==> src/rtl/layer_mix_seq.sv <==
// layer_mix_seq: final video stage. Splits each pixel into a READ phase (sprite
// line-buffer fetch) and an ERASE phase (write-back of the transparent code), then
// resolves text / sprite / background priority into a palette address.
module layer_mix_seq #(
  parameter logic [7:0] ERASE_VAL = 8'hFF,
  parameter logic [8:0] HSTART    = 9'd0,
  parameter logic [3:0] CTRL_RST  = 4'hF
) (
  input  logic        clk,
  input  logic        reset,
  input  logic        ce,
  input  logic        hblank,
  input  logic        vblank,
  input  logic [7:0]  spr_px,
  input  logic        spr_bank,
  input  logic [7:0]  bg_px,
  input  logic [1:0]  bg_bank,
  input  logic [7:0]  tx_px,
  input  logic        cpu_cs,
  input  logic        cpu_we,
  input  logic [3:0]  cpu_din,
  output logic        phase,
  output logic [8:0]  lb_addr,
  output logic        lb_we,
  output logic [7:0]  lb_wdata,
  output logic        pix_valid,
  output logic [10:0] pal_addr,
  output logic [2:0]  col_bank,
  output logic [1:0]  layer_sel
);

  localparam logic PH_READ  = 1'b0;
  localparam logic PH_ERASE = 1'b1;

  // phase FSM
  logic phase_q, phase_d;
  logic read_ce_s, erase_ce_s, lb_we_s;

  // line-buffer address / erase bookkeeping
  logic       hblank_q;
  logic       hb_rise_s;
  logic [8:0] lb_addr_q, lb_addr_d;
  logic       erase_pend_q, erase_pend_d;

  // control registers: shadow is CPU-visible, ctrl is the line-stable copy
  logic [3:0] ctrl_q, ctrl_d;
  logic [3:0] shadow_q, shadow_d;

  // stage-1 pixel capture
  logic [7:0] s1_spr_q, s1_bg_q, s1_tx_q;
  logic       s1_sbank_q;
  logic [1:0] s1_bbank_q;
  logic       s1_blank_q;

  // mixer result and output registers
  logic       mix_valid_s;
  logic [1:0] mix_layer_s;
  logic [2:0] mix_bank_s;
  logic [7:0] mix_index_s;
  logic       tx_opaque_s, spr_opaque_s, bg_shown_s;
  logic       pix_valid_q;
  logic [1:0] layer_q;
  logic [2:0] col_bank_q;
  logic [7:0] index_q;

  // Phase state register
  always_ff @(posedge clk or posedge reset) begin
    if (reset) phase_q <= PH_READ;
    else       phase_q <= phase_d;
  end

  // Phase next-state: toggle READ<->ERASE on every ce, hold otherwise
  always_comb begin
    phase_d = phase_q;
    case (phase_q)
      PH_READ:  if (ce) phase_d = PH_ERASE; else phase_d = PH_READ;
      PH_ERASE: if (ce) phase_d = PH_READ;  else phase_d = PH_ERASE;
      default:  phase_d = PH_READ;
    endcase
  end

  // Phase outputs: per-phase strobes; erase write is purely register-driven
  always_comb begin
    read_ce_s  = 1'b0;
    erase_ce_s = 1'b0;
    lb_we_s    = 1'b0;
    case (phase_q)
      PH_READ:  read_ce_s = ce;
      PH_ERASE: begin
        erase_ce_s = ce;
        lb_we_s    = erase_pend_q;
      end
      default: begin
        read_ce_s  = 1'b0;
        erase_ce_s = 1'b0;
        lb_we_s    = 1'b0;
      end
    endcase
  end

  // hblank rising edge is detected at clk rate, independent of ce
  assign hb_rise_s = hblank & ~hblank_q;

  // Address next-state: hblank reload beats the per-pixel increment
  always_comb begin
    lb_addr_d = lb_addr_q;
    if (hb_rise_s) begin
      lb_addr_d = HSTART;
    end else if (erase_ce_s && !hblank) begin
      lb_addr_d = lb_addr_q + 9'd1;
    end else begin
      lb_addr_d = lb_addr_q;
    end
  end

  // Erase-pending next-state: armed at READ outside hblank, cleared at ERASE
  always_comb begin
    erase_pend_d = erase_pend_q;
    if (read_ce_s) begin
      erase_pend_d = ~hblank;
    end else if (erase_ce_s) begin
      erase_pend_d = 1'b0;
    end else begin
      erase_pend_d = erase_pend_q;
    end
  end

  // Control next-state: CPU writes land in shadow; ctrl only follows at line start
  always_comb begin
    shadow_d = shadow_q;
    ctrl_d   = ctrl_q;
    if (cpu_cs && cpu_we) shadow_d = cpu_din;
    else                  shadow_d = shadow_q;
    if (hb_rise_s) ctrl_d = shadow_q;
    else           ctrl_d = ctrl_q;
  end

  // Sequencer and control state registers
  always_ff @(posedge clk or posedge reset) begin
    if (reset) begin
      hblank_q     <= 1'b0;
      lb_addr_q    <= HSTART;
      erase_pend_q <= 1'b0;
      ctrl_q       <= CTRL_RST;
      shadow_q     <= CTRL_RST;
    end else begin
      hblank_q     <= hblank;
      lb_addr_q    <= lb_addr_d;
      erase_pend_q <= erase_pend_d;
      ctrl_q       <= ctrl_d;
      shadow_q     <= shadow_d;
    end
  end

  // Stage-1 capture of all layer inputs at the READ ce
  always_ff @(posedge clk or posedge reset) begin
    if (reset) begin
      s1_spr_q   <= 8'h00;
      s1_sbank_q <= 1'b0;
      s1_bg_q    <= 8'h00;
      s1_bbank_q <= 2'b00;
      s1_tx_q    <= 8'h00;
      s1_blank_q <= 1'b1;
    end else if (read_ce_s) begin
      s1_spr_q   <= spr_px;
      s1_sbank_q <= spr_bank;
      s1_bg_q    <= bg_px;
      s1_bbank_q <= bg_bank;
      s1_tx_q    <= tx_px;
      s1_blank_q <= hblank | vblank;
    end
  end

  assign tx_opaque_s  = (s1_tx_q[3:0] != 4'hF);
  assign spr_opaque_s = (s1_spr_q[2:1] != 2'b11);
  // background actually competes with the sprite only if enabled and opaque
  assign bg_shown_s   = ctrl_q[3] & (s1_bg_q[3:0] != 4'hF);

  // Priority mixer: blank, then text, then sprite, else background
  always_comb begin
    mix_valid_s = 1'b0;
    mix_layer_s = 2'b00;
    mix_bank_s  = 3'b000;
    mix_index_s = 8'h00;
    if (s1_blank_q) begin
      mix_valid_s = 1'b0;
    end else if (ctrl_q[1] && tx_opaque_s) begin
      mix_valid_s = 1'b1;
      mix_layer_s = 2'b10;
      mix_bank_s  = 3'b111;
      mix_index_s = s1_tx_q;
    end else if (ctrl_q[2] && spr_opaque_s && (ctrl_q[0] || !bg_shown_s)) begin
      mix_valid_s = 1'b1;
      mix_layer_s = 2'b01;
      mix_bank_s  = {2'b10, s1_sbank_q};
      mix_index_s = s1_spr_q;
    end else begin
      mix_valid_s = 1'b1;
      mix_layer_s = 2'b00;
      mix_bank_s  = {1'b0, s1_bbank_q};
      mix_index_s = ctrl_q[3] ? s1_bg_q : 8'hFF;
    end
  end

  // Mixer output registers, updated at the ERASE ce and held through READ
  always_ff @(posedge clk or posedge reset) begin
    if (reset) begin
      pix_valid_q <= 1'b0;
      layer_q     <= 2'b00;
      col_bank_q  <= 3'b000;
      index_q     <= 8'h00;
    end else if (erase_ce_s) begin
      pix_valid_q <= mix_valid_s;
      layer_q     <= mix_layer_s;
      col_bank_q  <= mix_bank_s;
      index_q     <= mix_index_s;
    end
  end

  assign phase     = phase_q;
  assign lb_addr   = lb_addr_q;
  assign lb_we     = lb_we_s;
  assign lb_wdata  = ERASE_VAL;
  assign pix_valid = pix_valid_q;
  assign pal_addr  = {col_bank_q, index_q};
  assign col_bank  = col_bank_q;
  assign layer_sel = layer_q;

endmodule

==> config.mk <==
export PLATFORM = sky130hd
export DESIGN_NAME = layer_mix_seq
export DESIGN_NICKNAME = d
export VERILOG_FILES = /design/src/rtl/layer_mix_seq.sv
export SDC_FILE = /design/constraint.sdc
export NUM_CORES = 1
export LEC_CHECK = 0
export CAP_MARGIN = 20
export CORE_ASPECT_RATIO = 0.6
export CORE_MARGIN = 4
export CORE_UTILIZATION = 40
export DETAILED_ROUTE_END_ITERATION = 10
export PLACE_DENSITY = 0.83
export REMOVE_ABC_BUFFERS = 1
export SLEW_MARGIN = 15
export SYNTH_ARGS = -nofsm -noshare
export SYNTH_HDL_FRONTEND = slang
export SYNTH_SLANG_ARGS = --single-unit
==> constraint.sdc <==
create_clock -name clk -period 2.2 [get_ports clk]
set_clock_uncertainty 0.05 [all_clocks]
set_input_delay 0.66 -clock clk [delete_from_list [all_inputs] [get_ports clk]]
set_output_delay 0.66 -clock clk [all_outputs]
set_load 0.02 [all_outputs]
==> metrics.yaml, run 1 <==
clock_tree:
  htree_levels: 3
  numCtsBuffers: 9
  cts_sinks: 62
  cts_root_buf: "clkbuf_16"
  clk_pin_slew_ps: 50
  insertion_delay_ps: 330
  clock_path_buffers: 2
  tritoncts: "yes"
  postCtsSetupBuffers: 0
  cts_resized: 0
  cts_hold_buf: 0
synth:
  synth-seq-area-share_pct: 57.1
  yosys-top-cells-count: "dfrtp_1 (53), mux2_2 (36), buf_4 (11)"
  synth_cells: 208
  synth_simple_gate_area_share_pct: 7.99
  synthArstFlopShare_pct: 100
  synth-main-ff-cell: "dfrtp_1"
  synth_fa_ha_area_share_pct: 1.37
  synthXorXnorAreaFrac_pct: 0
  synth_area_leader_cell: "dfrtp_1"
  synth_compound_area_share_pct: 11.5
  syn_area_mm2: 0.00274
  yosys_warnings: 0
  synth.top_cell.area_share_pct: 48.4
  synthMuxAreaShare_pct: 17.0
  synth.most_common_cell: "dfrtp_1"
  ys_seq_elements: 62
  ys_types: 36
  syn_avg_cell_area_um2: 13.2
  synth_top_family_by_area: "multiplexers"
  ys_top_cells_by_area: "dfrtp_1 (48%), mux2_2 (15%), dfstp_2 (8.6%)"
  synth_enable_flop_cells: 0
critical_path:
  crit_type: "reg -> out"
  critPathLaunch: "lb_addr[2]"
  end_kind: "primary output"
  crit_fanout: 7
  crit_chain: "clkdlybuf4s50_1"
  rr_endpoint: "index_q[0]"
  cpPeakStageDelay_ps: 640
  cp_top_family: "buffers and inverters"
  arrival_ps: 1400
  reg2reg_depth: 4
  start_kind: "flop"
  reg2reg_from: "ctrl_q[2]"
  slowest_stage: "clkdlybuf4s50_1"
  rrSetupSlack_ps: 500
  required_ps: 1490
  path_buf_inv: 1
floorplanning:
  fp.dieH_um: 72.1
  num_io_pins: 74
  std_cell_rows: 23
  die_x_um: 115
  die-area_mm2: 0.00828
  start_util_pct: 41.2
  coreArea_mm2: 0.00665
finish:
  diodes: 0
  stdcell_area_mm2: 0.00380
  area_delta_synth_final_pct: 38.6
  nFillCells: 552
  finish.utilization_pct: 57.1
  final_layout_size_suffix_gt1_share_pct: 28.0
  final_cells: 373
  final_nets: 322
global_routing:
  gr-usage-met1_pct: 21.8
  grt_overflow: 0
  grt_pass1_wl_mm: 10.4
  antenna_found_initial: 0
  busiest_layer: "met2"
  grtUsageMet2_pct: 26.2
  met3_usage_pct: 6.33
  grt_util_all_layers_pct: 16.8
  grt_pass1_vias: 2043
  grt_max_degree: 63
drt:
  dr.pass1.iters: 4
  dr_total_vias: 1897
  wl_mm: 6.27
  drtIter0Drc: 86
  wl_per_cell_um: 16.8
  drc_errors: 0
  viasPerCell: 5.09
  antenna_left: 0
worst_hold_path:
  min_to: "layer_sel[1]"
  min-delay-start: "layer_sel[1]"
  holdPathStages: 1
  min_path_type: "reg -> reg"
power:
  powerDensity_mw_per_mm2: 1330
  power.total_mw: 5.05
  ir_drop_v: 0.000704
  p_leak_nw: 1.68
sta:
  hold_viol_final: 0
  rsz0062_at_grt: "no"
  period_needed_ps: 2110
  slew-limit-headroom_pct: 61.3
  slew_viol_final: 0
  max_freq_ghz: 0.473
  post-route-period-util_pct: 96.1
  worst_slew_pin_slew_ps: 579
  finalSetupViolations: 0
status:
  status: "finished clean"
placement:
  hpwl_mm: 4.31
  dpl.cell_count: 357
  gp_congestion: 0.808
  dpl_cell_area_mm2: 0.00350
  portBuffers: 65
run:
  drv_cap: 0
-- sequential cells by signal, summed over array words and instances, names as in the netlist --
signal        flops
lb_addr           9
index_q           8
s1_bg_q           8
s1_spr_q          8
s1_tx_q           8
ctrl_q            4
shadow_q          4
col_bank          3
layer_sel         2
s1_bbank_q        2
erase_pend_q      1
hblank_q          1
phase             1
pix_valid         1
s1_blank_q        1
s1_sbank_q        1
-- layout by cell type, fill, tap and decap left out, types with 4 or more instances in the layout --
master	count
clkdlybuf4s50_1	64
dfstp_2	9
nand2_1	10
nor2b_1	8
dfrtp_1	53
buf_4	5
inv_1	7
a21oi_1	4
clkbuf_16	9
nor2_1	5
mux2i_1	6
o22a_2	5
a221o_1	8
conb_1	8
mux2_2	36
-- final cells by class --
class / count / area (um^2) / share of cell area [%]
flip-flops and latches: 62 / 1560 / 41.2
well taps: 87 / 109 / 2.87
clock inverters: 4 / 47.5 / 1.25
clock buffers: 12 / 246 / 6.49
inverters: 8 / 30.0 / 0.791
multi-input cells: 128 / 1070 / 28.2
repair buffers: 72 / 731 / 19.2
-- stage by stage --
stage          hold slack, ps  setup slack, ps  setup TNS (ps)
2_1_floorplan             414            -36.5           -1930
3_3_place_gp              421             -159           -1360
3_5_place_dp              426             -226           -2990
4_1_cts                   447             12.5               0
5_1_grt                   471             6.46               0
6_report                  445             85.0               0
-- layer usage --
| layer | vias to the layer above | part of all wire, % |
|---|---|---|
| met4 | 0 | 1.3 |
| met5 | - | 0 |
| met1 | 937 | 45 |
| met2 | 63 | 46 |
| met3 | 10 | 6.9 |
| li1 | 887 | - |
-- where the power goes --
part           internal [mW]  switching (mW)
Sequential              1.62           0.326
Combinational          0.962           0.769
Clock                  0.902           0.476
-- cell families after synthesis --
family / Yosys count
AO/OA/AOI/OAI: 36
adder cells (fa/ha/maj): 3
buffers and inverters: 25
flip-flops: 62
multiplexers: 42
other: 1
AND/OR/NAND/NOR: 39
-- worst max path at each step --
| stage | end | slack (ps) | cells after the start |
|---|---|---|---|
| 2_1_floorplan | col_bank[0] | -40 | 1 |
| 3_3_place_gp | lb_addr[7] | -160 | 6 |
| 3_5_place_dp | lb_addr[7] | -230 | 6 |
| 4_1_cts | lb_addr[7] | 10 | 6 |
| 5_1_grt | index_q[5] | 6 | 5 |
| 6_report | lb_addr[2] | 90 | 1 |
Power figures use the tool's default switching activity.
==> inputs of run 2 (changes only) <==
--- a/config.mk
+++ b/config.mk
@@ -6,11 +6,13 @@
 export NUM_CORES = 1
 export LEC_CHECK = 0
 export CAP_MARGIN = 20
+export CELL_PAD_IN_SITES_DETAIL_PLACEMENT = 0
+export CELL_PAD_IN_SITES_GLOBAL_PLACEMENT = 1
 export CORE_ASPECT_RATIO = 0.6
 export CORE_MARGIN = 4
-export CORE_UTILIZATION = 40
+export CORE_UTILIZATION = 34
 export DETAILED_ROUTE_END_ITERATION = 10
-export PLACE_DENSITY = 0.83
+export PLACE_DENSITY_LB_ADDON = 0.1
 export REMOVE_ABC_BUFFERS = 1
 export SLEW_MARGIN = 15
 export SYNTH_ARGS = -nofsm -noshare
==> metrics.yaml, run 2 (synthesized netlist as in run 1, its figures left out) <==
sta:
  hold_viol_final: 0
  post-route-period-util_pct: 95.2
  period_needed_ps: 2090
  finalSetupViolations: 0
  worst_slew_pin_slew_ps: 543
  fin_setup_tns_ps: 0
  setup_ws_ps: 106
  slew-limit-headroom_pct: 63.8
  slew_viol_final: 0
  rsz0062_at_grt: "no"
  whs_ps: 423
  max_freq_ghz: 0.478
placement:
  portBuffers: 65
  hpwl_mm: 4.34
  dpl_cell_area_mm2: 0.00355
  post-place-ws_ps: -219
  dpl.cell_count: 382
  gp_congestion: 0.703
finish:
  final_nets: 326
  area_delta_synth_final_pct: 41.8
  diodes: 0
  final_common_cell: "clkdlybuf4s50_1"
  layout_common_cells: "clkdlybuf4s50_1 (64), dfrtp_1 (53), mux2_2 (36)"
  final_layout_size_suffix_gt1_share_pct: 30.0
  stdcell_area_mm2: 0.00388
  final_cells: 398
  finish.utilization_pct: 49.5
  largest_reg_flops: 9
clock_tree:
  numCtsBuffers: 9
  clk_pin_slew_ps: 50
  tritoncts: "yes"
  clock_path_buffers: 2
  cts_sinks: 62
  insertion_delay_ps: 330
  cts_root_buf: "clkbuf_16"
  htree_levels: 3
critical_path:
  crit_type: "reg -> out"
  slowest_stage: "clkdlybuf4s50_1"
  required_ps: 1490
  critPathLaunch: "lb_addr[3]"
  cp_top_family: "buffers and inverters"
  cpPeakStageDelay_ps: 630
  end_kind: "primary output"
  reg2reg_from: "ctrl_q[2]"
  crit_fanout: 6
  crit_chain: "clkdlybuf4s50_1"
  start_kind: "flop"
  path_buf_inv: 1
  arrival_ps: 1380
drt:
  dr_total_vias: 1872
  drtIter0Drc: 130
  wl_mm: 6.11
  dr.pass1.iters: 4
  antenna_left: 0
  viasPerCell: 4.70
  drc_errors: 0
  wl_per_cell_um: 15.4
global_routing:
  grt_pass1_wl_mm: 10.1
  grt_util_all_layers_pct: 14.0
  grt_max_degree: 63
  grt_overflow: 0
  antenna_found_initial: 0
  grt_pass1_vias: 1905
power:
  p_leak_nw: 1.71
  powerDensity_mw_per_mm2: 1340
  power.total_mw: 5.20
  ir_drop_v: 0.000566
worst_hold_path:
  min-delay-start: "lb_addr[8]"
  min_path_type: "reg -> reg"
floorplanning:
  start_util_pct: 34.9
  num_io_pins: 74
  std_cell_rows: 25
  coreArea_mm2: 0.00785
  die-area_mm2: 0.00960
  fp.dieH_um: 77.5
  die_x_um: 124
run:
  drv_cap: 0
status:
  status: "finished clean"
[run 2: changes by cell type in the layout (fill, tap and decap cells not counted)]
cell	change
buf_4	+4
bufinv_16	+1
clkbuf_1	-2
clkbuf_8	-1
clkinv_2	-1
clkinv_4	+3
nor2_1	-2
nor2_2	+2
nor2b_1	+1
nor2b_2	-1
[run 2: timing repair]
item,in CTS,in global routing
setup buffers,0,0
endpoints found under the setup margin,0,4
resized for setup,0,3
hold buffers,0,0
[run 2: worst paths after layout]
path	end	slack (ps)	depth (start not counted)
max	lb_addr[3]	110	1
min	lb_addr[8]	420	1
max reg2reg	index_q[0]	460	4
min reg2reg	lb_addr[8]	420	1
max in group asynchronous	ctrl_q[3]	1110	3
min in group asynchronous	phase	660	3
[run 2: power by group]
group	leakage, nW	switching, mW	total, mW	internal (mW)
Sequential	0.760	0.308	1.93	1.62
Combinational	0.796	0.772	1.75	0.979
Clock	0.156	0.525	1.52	0.994
[run 2: layer usage]
metal  GRT usage [%]  part of all wire [%]  up-vias
met4            5.64                   1.7        0
li1                -                     -      895
met5               0                     0        -
met2            17.5                    38       47
met3            5.03                   6.3       11
met1            21.3                    54      919
[run 2: final cells by class]
class / count / area [um^2]
Clock buffer: 9 / 225
Clock inverter: 7 / 98.8
Fill cell: 708 / 3970
Inverter: 8 / 30.0
Multi-Input combinational cell: 128 / 1070
Sequential cell: 62 / 1560
Tap cell: 108 / 135
Timing Repair Buffer: 76 / 761
